File: src/rtl/dsp_zcol_pkg.sv
// rtl/dsp_zcol_pkg.sv - shared defaults and types for the DSP result collector
package dsp_zcol_pkg;

  // Default width of one DSP result word
  localparam int NBITS_Z_DEF = 38;

  // Default FIFO depth (power of two, at least 2)
  localparam int DEPTH_DEF = 8;

  // FIFO pointers carry one extra bit so that full and empty can be told apart
  localparam int PTR_W = $clog2(DEPTH_DEF) + 1;

  typedef logic [NBITS_Z_DEF-1:0] z_word_t;

endpackage

File: src/rtl/dsp_zcol_fifo.sv
// rtl/dsp_zcol_fifo.sv - show-ahead result FIFO with wrap-bit pointers, level, full and empty
module dsp_zcol_fifo
  import dsp_zcol_pkg::*;
#(
  parameter int NBITS_Z = NBITS_Z_DEF,
  parameter int DEPTH   = DEPTH_DEF
) (
  input  logic                   clock_i,
  input  logic                   reset_i,
  input  logic                   flush_i,
  input  logic                   push_i,
  input  logic [NBITS_Z-1:0]     data_i,
  input  logic                   pop_i,
  output logic [NBITS_Z-1:0]     data_o,
  output logic [$clog2(DEPTH):0] level_o,
  output logic                   full_o,
  output logic                   empty_o
);

  localparam int AW = $clog2(DEPTH);

  logic [NBITS_Z-1:0] mem_q [DEPTH];
  logic [AW:0]        wr_q, wr_d;
  logic [AW:0]        rd_q, rd_d;
  logic               do_push;
  logic               do_pop;

  // Full when the indices match but the wrap bits differ
  assign empty_o = (wr_q == rd_q);
  assign full_o  = (wr_q[AW] != rd_q[AW]) && (wr_q[AW-1:0] == rd_q[AW-1:0]);
  assign level_o = wr_q - rd_q;

  // A push into a full FIFO still fits when the head leaves in the same cycle
  assign do_pop  = pop_i & ~empty_o;
  assign do_push = push_i & (~full_o | do_pop);

  // Storage is never reset, so the head is masked to zero while empty
  assign data_o = empty_o ? '0 : mem_q[rd_q[AW-1:0]];

  // Pointer next-state: flush rewinds both pointers, otherwise advance on push/pop
  always_comb begin
    wr_d = wr_q;
    rd_d = rd_q;
    if (flush_i) begin
      wr_d = '0;
      rd_d = '0;
    end else begin
      if (do_push) wr_d = wr_q + 1'b1;
      if (do_pop)  rd_d = rd_q + 1'b1;
    end
  end

  // Pointer registers with synchronous reset
  always_ff @(posedge clock_i) begin
    if (reset_i) begin
      wr_q <= '0;
      rd_q <= '0;
    end else begin
      wr_q <= wr_d;
      rd_q <= rd_d;
    end
  end

  // Storage write at the tail; no reset needed on the data array
  always_ff @(posedge clock_i) begin
    if (do_push) mem_q[wr_q[AW-1:0]] <= data_i;
  end

endmodule

File: src/rtl/dsp_z_collector.sv
// rtl/dsp_z_collector.sv - DSP z_o collector: issue tag pipeline, result FIFO, sticky overflow; DSP_ZCOL_PEAK_EN adds a signed peak tracker
module dsp_z_collector
  import dsp_zcol_pkg::*;
#(
  parameter int NBITS_Z = NBITS_Z_DEF,
  parameter int DEPTH   = DEPTH_DEF
) (
  input  logic                   clock_i,
  input  logic                   reset_i,
  input  logic                   issue_i,
  input  logic                   register_inputs_i,
  input  logic [NBITS_Z-1:0]     z_i,
  input  logic                   flush_i,
  input  logic                   clear_ovf_i,
  input  logic                   out_ready_i,
  output logic                   out_valid_o,
  output logic [NBITS_Z-1:0]     out_data_o,
  output logic [$clog2(DEPTH):0] level_o,
  output logic                   full_o,
  output logic                   empty_o,
  output logic                   overflow_o
`ifdef DSP_ZCOL_PEAK_EN
  ,
  input  logic                   peak_clr_i,
  output logic [NBITS_Z-1:0]     peak_o
`endif
);

  logic [1:0] tag_q, tag_d;
  logic       overflow_q, overflow_d;
  logic       tap;
  logic       push;
  logic       pop;
  logic       drop;

  // The DSP result lands one cycle after issue, or two with its input registers enabled
  assign tap  = register_inputs_i ? tag_q[1] : tag_q[0];
  assign push = tap & ~flush_i;
  assign pop  = out_valid_o & out_ready_i;
  assign drop = push & full_o & ~pop;

  assign out_valid_o = ~empty_o;
  assign overflow_o  = overflow_q;

  // Tag shift: flush discards both in-flight tags and any issue in the same cycle
  always_comb begin
    tag_d = flush_i ? 2'b00 : {tag_q[0], issue_i};
  end

  // Tag pipeline register
  always_ff @(posedge clock_i) begin
    if (reset_i) tag_q <= 2'b00;
    else         tag_q <= tag_d;
  end

  // Sticky overflow: a dropped push outranks a same-cycle clear; flush keeps it
  always_comb begin
    overflow_d = overflow_q;
    if (clear_ovf_i) overflow_d = 1'b0;
    if (drop)        overflow_d = 1'b1;
  end

  // Overflow flag register
  always_ff @(posedge clock_i) begin
    if (reset_i) overflow_q <= 1'b0;
    else         overflow_q <= overflow_d;
  end

  dsp_zcol_fifo #(
    .NBITS_Z (NBITS_Z),
    .DEPTH   (DEPTH)
  ) u_fifo (
    .clock_i (clock_i),
    .reset_i (reset_i),
    .flush_i (flush_i),
    .push_i  (push),
    .data_i  (z_i),
    .pop_i   (pop),
    .data_o  (out_data_o),
    .level_o (level_o),
    .full_o  (full_o),
    .empty_o (empty_o)
  );

`ifdef DSP_ZCOL_PEAK_EN
  localparam logic [NBITS_Z-1:0] PEAK_MIN = {1'b1, {(NBITS_Z-1){1'b0}}};

  logic [NBITS_Z-1:0] peak_q, peak_d;
  logic               accepted;

  // Only words that actually enter the FIFO count towards the peak
  assign accepted = push & (~full_o | pop);
  assign peak_o   = peak_q;

  // Peak next-state: flush or clear restart from the most-negative value
  always_comb begin
    peak_d = peak_q;
    if (flush_i || peak_clr_i) begin
      peak_d = PEAK_MIN;
    end else if (accepted && ($signed(z_i) > $signed(peak_q))) begin
      peak_d = z_i;
    end
  end

  // Peak register
  always_ff @(posedge clock_i) begin
    if (reset_i) peak_q <= PEAK_MIN;
    else         peak_q <= peak_d;
  end
`endif

endmodule

File: config.mk
export PLATFORM = sky130hd
export DESIGN_NAME = dsp_z_collector
export DESIGN_NICKNAME = d
export VERILOG_FILES = /design/src/rtl/dsp_zcol_pkg.sv /design/src/rtl/dsp_zcol_fifo.sv /design/src/rtl/dsp_z_collector.sv
export SDC_FILE = /design/constraint.sdc
export NUM_CORES = 1
export LEC_CHECK = 0
export ABC_CLOCK_PERIOD_IN_PS = 12200
export CORE_ASPECT_RATIO = 1.1
export CORE_MARGIN = 2
export CORE_UTILIZATION = 44
export CTS_CLUSTER_DIAMETER = 80
export CTS_CLUSTER_SIZE = 8
export DETAILED_ROUTE_END_ITERATION = 16
export DONT_BUFFER_PORTS = 1
export GPL_TIMING_DRIVEN = 0
export SETUP_SLACK_MARGIN = 0.1
export SLEW_MARGIN = 20
export SYNTH_ARGS = -nofsm -noshare
export SYNTH_HDL_FRONTEND = slang
export SYNTH_SLANG_ARGS = --single-unit
File: constraint.sdc
create_clock -name clock_i -period 12.2 [get_ports clock_i]
set_clock_uncertainty 0.05 [all_clocks]
set_input_delay 2.44 -clock clock_i [delete_from_list [all_inputs] [get_ports clock_i]]
set_output_delay 2.44 -clock clock_i [all_outputs]
set_load 0.02 [all_outputs]
## Word-level counts from Yosys, hierarchy flattened

Memories as Yosys holds them, arrays and structs flattened. A register that Yosys moved wholly into a read port is not among the register bits.
Cells that the tools add are included.

| operators by class | value |
|---|---|
| add/subtract/negate cells | 3 |
| equal/unequal tests | 3 |
| mux-type cells | 8 |
| bitwise logic cells | 11 |
| reductions and logical operators | 3 |

Operators by type and width:

| kind | count |
|---|---|
| 38-bit two-way mux | 1 |
| 4-bit by 1-bit adder with 4-bit output (second input constant) | 2 |
| 1-bit AND | 6 |
| 3-bit two-way mux | 2 |
| 1-bit two-way mux | 5 |
| 4-bit == test | 1 |
| 1-bit NOT | 4 |
| 4-bit subtractor | 1 |
| 3-bit == test | 1 |
| 2-bit nonzero test | 1 |
| 2-bit OR reduction | 1 |
| 1-bit logical AND | 1 |
| 1-bit inequality test | 1 |
| 1-bit OR | 1 |

| storage, ports and cells | value |
|---|---|
| register bits after elaboration | 11 |
| RAM bits | 304 |
| bits of input ports | 45 |
| output and inout bits | 46 |
| word-level logic and storage cells | 33 |
| memories kept | 1 |

Memories:

| name | depth | width | read ports | clocked after memory_dff | wr ports | RTL line | RTL |
|---|---|---|---|---|---|---|---|
| u_fifo.mem_q | 8 | 38 | 1 | 1 | 1 | dsp_zcol_fifo.sv:22 | `logic [NBITS_Z-1:0] mem_q [DEPTH];` |

## Longest topological paths before layout

| depth | value |
|---|---|
| depth in word-level cells | 8 |
| gate-level depth with buffers | 9 |

## Modules after synthesis

From an unflattened synthesis, not the netlist that was laid out.

| second synthesis, totals | value |
|---|---|
| cells, all modules | 533 |
| area, all modules | 12170.4 um2 |

Modules (own cells, without submodules):

| module | instances | cells an instance | area each (um2) | sequential area each (um2) |
|---|---|---|---|---|
| dsp_zcol_fifo | 1 | 521 | 12040.3 | 9349.0 |
| dsp_z_collector | 1 | 12 | 130.1 | 60.1 |

## Least setup slack after synthesis

Ideal clock, no wire load.

| path | value |
|---|---|
| path type | input port to flip-flop |
| start | input register_inputs_i |
| end | memory u_fifo.mem_q[0][0] (netlist bit), enable pin |
| library setup time | 528 ps |
| arrival time | 6688 ps |
| slack | 4934 ps |
| cell stages on the path | 4 |
| path through | mux2i_1 > a311o_1 > buf_2 > nor4_1 |

| on the way | value |
|---|---|
| word-level cells in the longest chain between the ends | 5 |

RTL lines:

| what | RTL line | RTL |
|---|---|---|
| from (decl) | dsp_z_collector.sv:11 | `input logic register_inputs_i,` |
| 1-bit two-way mux | dsp_z_collector.sv:37 | `assign tap = register_inputs_i ? tag_q[1] : tag_q[0];` |
| 1-bit AND | dsp_z_collector.sv:38 | `assign push = tap & ~flush_i;` |
| 1-bit AND | dsp_zcol_fifo.sv:35 | `assign do_push = push_i & (~full_o \| do_pop);` |
| 1-bit two-way mux | dsp_zcol_fifo.sv:66 | `if (do_push) mem_q[wr_q[AW-1:0]] <= data_i;` |
| 1-bit two-way mux (not written as such) | dsp_zcol_fifo.sv:66 |  |
| to (decl) | dsp_zcol_fifo.sv:22 |  |

No other way between the ends.

## Worst setup path in the final report

| path | value |
|---|---|
| start | register u_fifo.wr_q[0] |
| end | output out_data_o[8] |

| on the way | value |
|---|---|
| word-level cells in the longest chain between the ends | 2 |

RTL lines:

| what | RTL line | RTL |
|---|---|---|
| from (decl) | dsp_zcol_fifo.sv:23 | `logic [AW:0] wr_q, wr_d;` |
| from (signal assigned) | dsp_zcol_fifo.sv:59 | `wr_q <= wr_d;` |
| 4-bit == test | dsp_zcol_fifo.sv:29 | `assign empty_o = (wr_q == rd_q);` |
| 38-bit two-way mux | dsp_zcol_fifo.sv:38 | `assign data_o = empty_o ? '0 : mem_q[rd_q[AW-1:0]];` |
| to (decl) | dsp_z_collector.sv:17 | `output logic [NBITS_Z-1:0] out_data_o,` |

No other way between the ends.

==> flow_summary.json <==
{
  "fillCellCount": 2049,
  "overflow": 0,
  "synthArstFlopShare_pct": 0,
  "initial_core_util_pct": 44.87,
  "drtIter0Drc": 424,
  "synthToLayoutAreaGrowth_pct": 17.73,
  "multi_input_area_um2": 2520,
  "cp.required_ns": 9.71,
  "ios": 91,
  "clk_pin_slew_ns": 0.05,
  "synthesis.area_um2": 12130,
  "postCtsSetupRepairBufs": 0,
  "postRouteAntennaNets": 0,
  "coreArea_um2": 27040,
  "route.detailed.drc": 0,
  "register_area_um2": 9409,
  "p_leak_nw": 4.573,
  "grt_setup_unrepaired": "false",
  "dpl_worst_slack_ns": 7.097,
  "ys.flop_type": "edfxtp_1",
  "cts_resized": 0,
  "cp-end-kind": "output port",
  "worst_pin_slew_ns": 1.032,
  "netlist_top_cells_area": "edfxtp_1, mux4_2, a22o_1",
  "hp-start": "tag_q[0]$_SDFF_PP0_",
  "hold_buffers": 0,
  "synth_seq_cells": 318,
  "worstPathMaxFanout": 10,
  "status": "complete, no violations",
  "route.vias.total": 5639,
  "drt_pass1_iterations": 4,
  "maxSlewHeadroom_pct": 30.36,
  "utilization_pct": 52.82,
  "tritoncts": "done",
  "criticalPathCategory": "flop to output port",
  "gp_congestion": 0.7373,
  "cts_made_buffers": 45,
  "timing.final.ws_setup_ns": 6.590,
  "gr-usage-all-layers_pct": 18.03,
  "synth.distinct_cells": 35,
  "nets": 682,
  "yosysMostFrequentCell": "edfxtp_1",
  "clockBufferDepth": 3,
  "cp-start-kind": "flop",
  "vdd.ir_drop.worst_uv": 96.23,
  "diodes": 0,
  "synth.avg_cell_area_um2": 22.80,
  "whs_ns": 0.4054,
  "max_freq_ghz": 0.1782,
  "fin_tns_setup_ns": 0,
  "synth-edff-count": 304,
  "h-tree-depth": 2,
  "rows": 63,
  "timing.rr.start": "u_fifo.wr_q[0]$_SDFFE_PP0P_",
  "grt_max_degree": 16,
  "drive_above_1_share_pct": 32.20,
  "startpoint": "u_fifo.wr_q[0]$_SDFFE_PP0P_",
  "fin_crit_sh_pct": 45.99,
  "die_h_um": 178.1,
  "hold_viol": 0,
  "grt_pass1_vias": 6131,
  "wl_per_cell_um": 25.35,
  "clk_latency_ns": 0.52,
  "totalWireLength_um": 25500,
  "fin_crit_ns": 5.610,
  "p_per_area_nw_per_um2": 162.4,
  "antenna_found_initial": 0,
  "max-cap-violations": 0,
  "setup_viol": 0,
  "synthCells": 532,
  "maxSlewViolCount": 0,
  "synth_commonest_cells": "edfxtp_1, mux4_2, a22o_1",
  "root_buffer": "clkbuf_16",
  "vias_per_cell": 5.605,
  "r2r_slack_ns": 8.46,
  "power_mw": 2.319,
  "synth_area_leader_cell": "edfxtp_1",
  "io_buffers": 0,
  "seq_area_frac_synth_pct": 77.57,
  "syn-num-nets": 583,
  "dpl.hpwl_um": 16940,
  "die_width_um": 162.3,
  "die-area_um2": 28910,
  "hp-class": "flop to flop",
  "yosys_warnings": 0,
  "grt_pass1_wl_um": 38090,
  "cts_sinks": 318,
  "synth_top_area_share_pct": 75.26,
  "crit_arrival_ns": 3.12
}
## layer usage
layer	wire length, um	track usage, %	vias to the layer above
li1	-	-	2444
met1	9963	22.17	2968
met2	13360	31.91	187
met3	1696	4.371	40
met4	484	5.199	0
met5	0	0	-
## logic make-up (layout without fill, tap and decap cells)
group / count (synthesis) / count (layout) / synth area share (%)
simple gates: 33 / 33 / 1.403
mux: 77 / 77 / 14.19
fa+ha+maj: 6 / 6 / 0.6808
xor+xnor: 8 / 8 / 0.6396
compound gates: 52 / 52 / 3.466
flops: 318 / 318 / 77.57
buf+inv: 38 / 155 / 2.053
## cell usage in the layout, fill, tap and decap left out, types with 3 or more instances in the layout
cell type / netlist / routed
dfxtp_1: 14 / 14
edfxtp_1: 304 / 304
a22o_1: 38 / 38
and2_1: 3 / 3
xnor2_1: 5 / 5
mux4_2: 76 / 76
nor2_1: 11 / 10
inv_1: 11 / 11
nor3_2: 0 / 3
buf_4: 3 / 30
clkbuf_16: 0 / 47
clkbuf_1: 6 / 22
ha_1: 5 / 5
buf_2: 8 / 27
buf_6: 7 / 11
nand3_1: 4 / 4
nor4_2: 0 / 4
o21ai_0: 5 / 5
a21oi_1: 4 / 4
## per-stage QoR
stage,cell area (um2),instances
floorplan,12130,532
global placement,12580,889
detailed placement,13020,941
CTS,14280,1006
global route,14280,1006
finish,14280,1006
## state kept, by name (all words and copies together), names as in the netlist, named ones only
name,count
u_fifo.wr_q,4
tag_q,2
u_fifo.mem_q,304
overflow_o,1
u_fifo.rd_q,4
## final timing paths
check	endpoint	cells after the start
setup / recovery	out_data_o[8]	7
hold / removal	tag_q[1]$_SDFF_PP0_	1
setup reg to reg	u_fifo.mem_q[0][22]$_DFFE_PP_	10
hold reg to reg	tag_q[1]$_SDFF_PP0_	1
## critical path, cell delays in order, from the launching register on
cell and delay, ns:
dfxtp_1 0.50, inv_1 0.22, ha_1 0.35, and3_4 0.18
nand2_2 0.14, and2_1 0.21, clkbuf_1 0.57, a22o_1 0.43
## final cells by class
class                           count  share of cell area [%]
Clock inverter                      1                 0.06133
Clock buffer                       64                   8.752
Buffer                             27                   1.454
Multi-Input combinational cell    176                   17.65
Tap cell                          357                   3.128
Sequential cell                   318                   65.88
Timing Repair Buffer               52                   2.786
Inverter                           11                  0.2891
## power by group
part | internal, mW | switching, mW
Combinational | 0.00502 | 0.00778
Sequential | 1.20 | 0.000604
Clock | 0.696 | 0.410
Total | 1.90 | 0.418
Note: power is estimated with default switching activity, not from simulation.
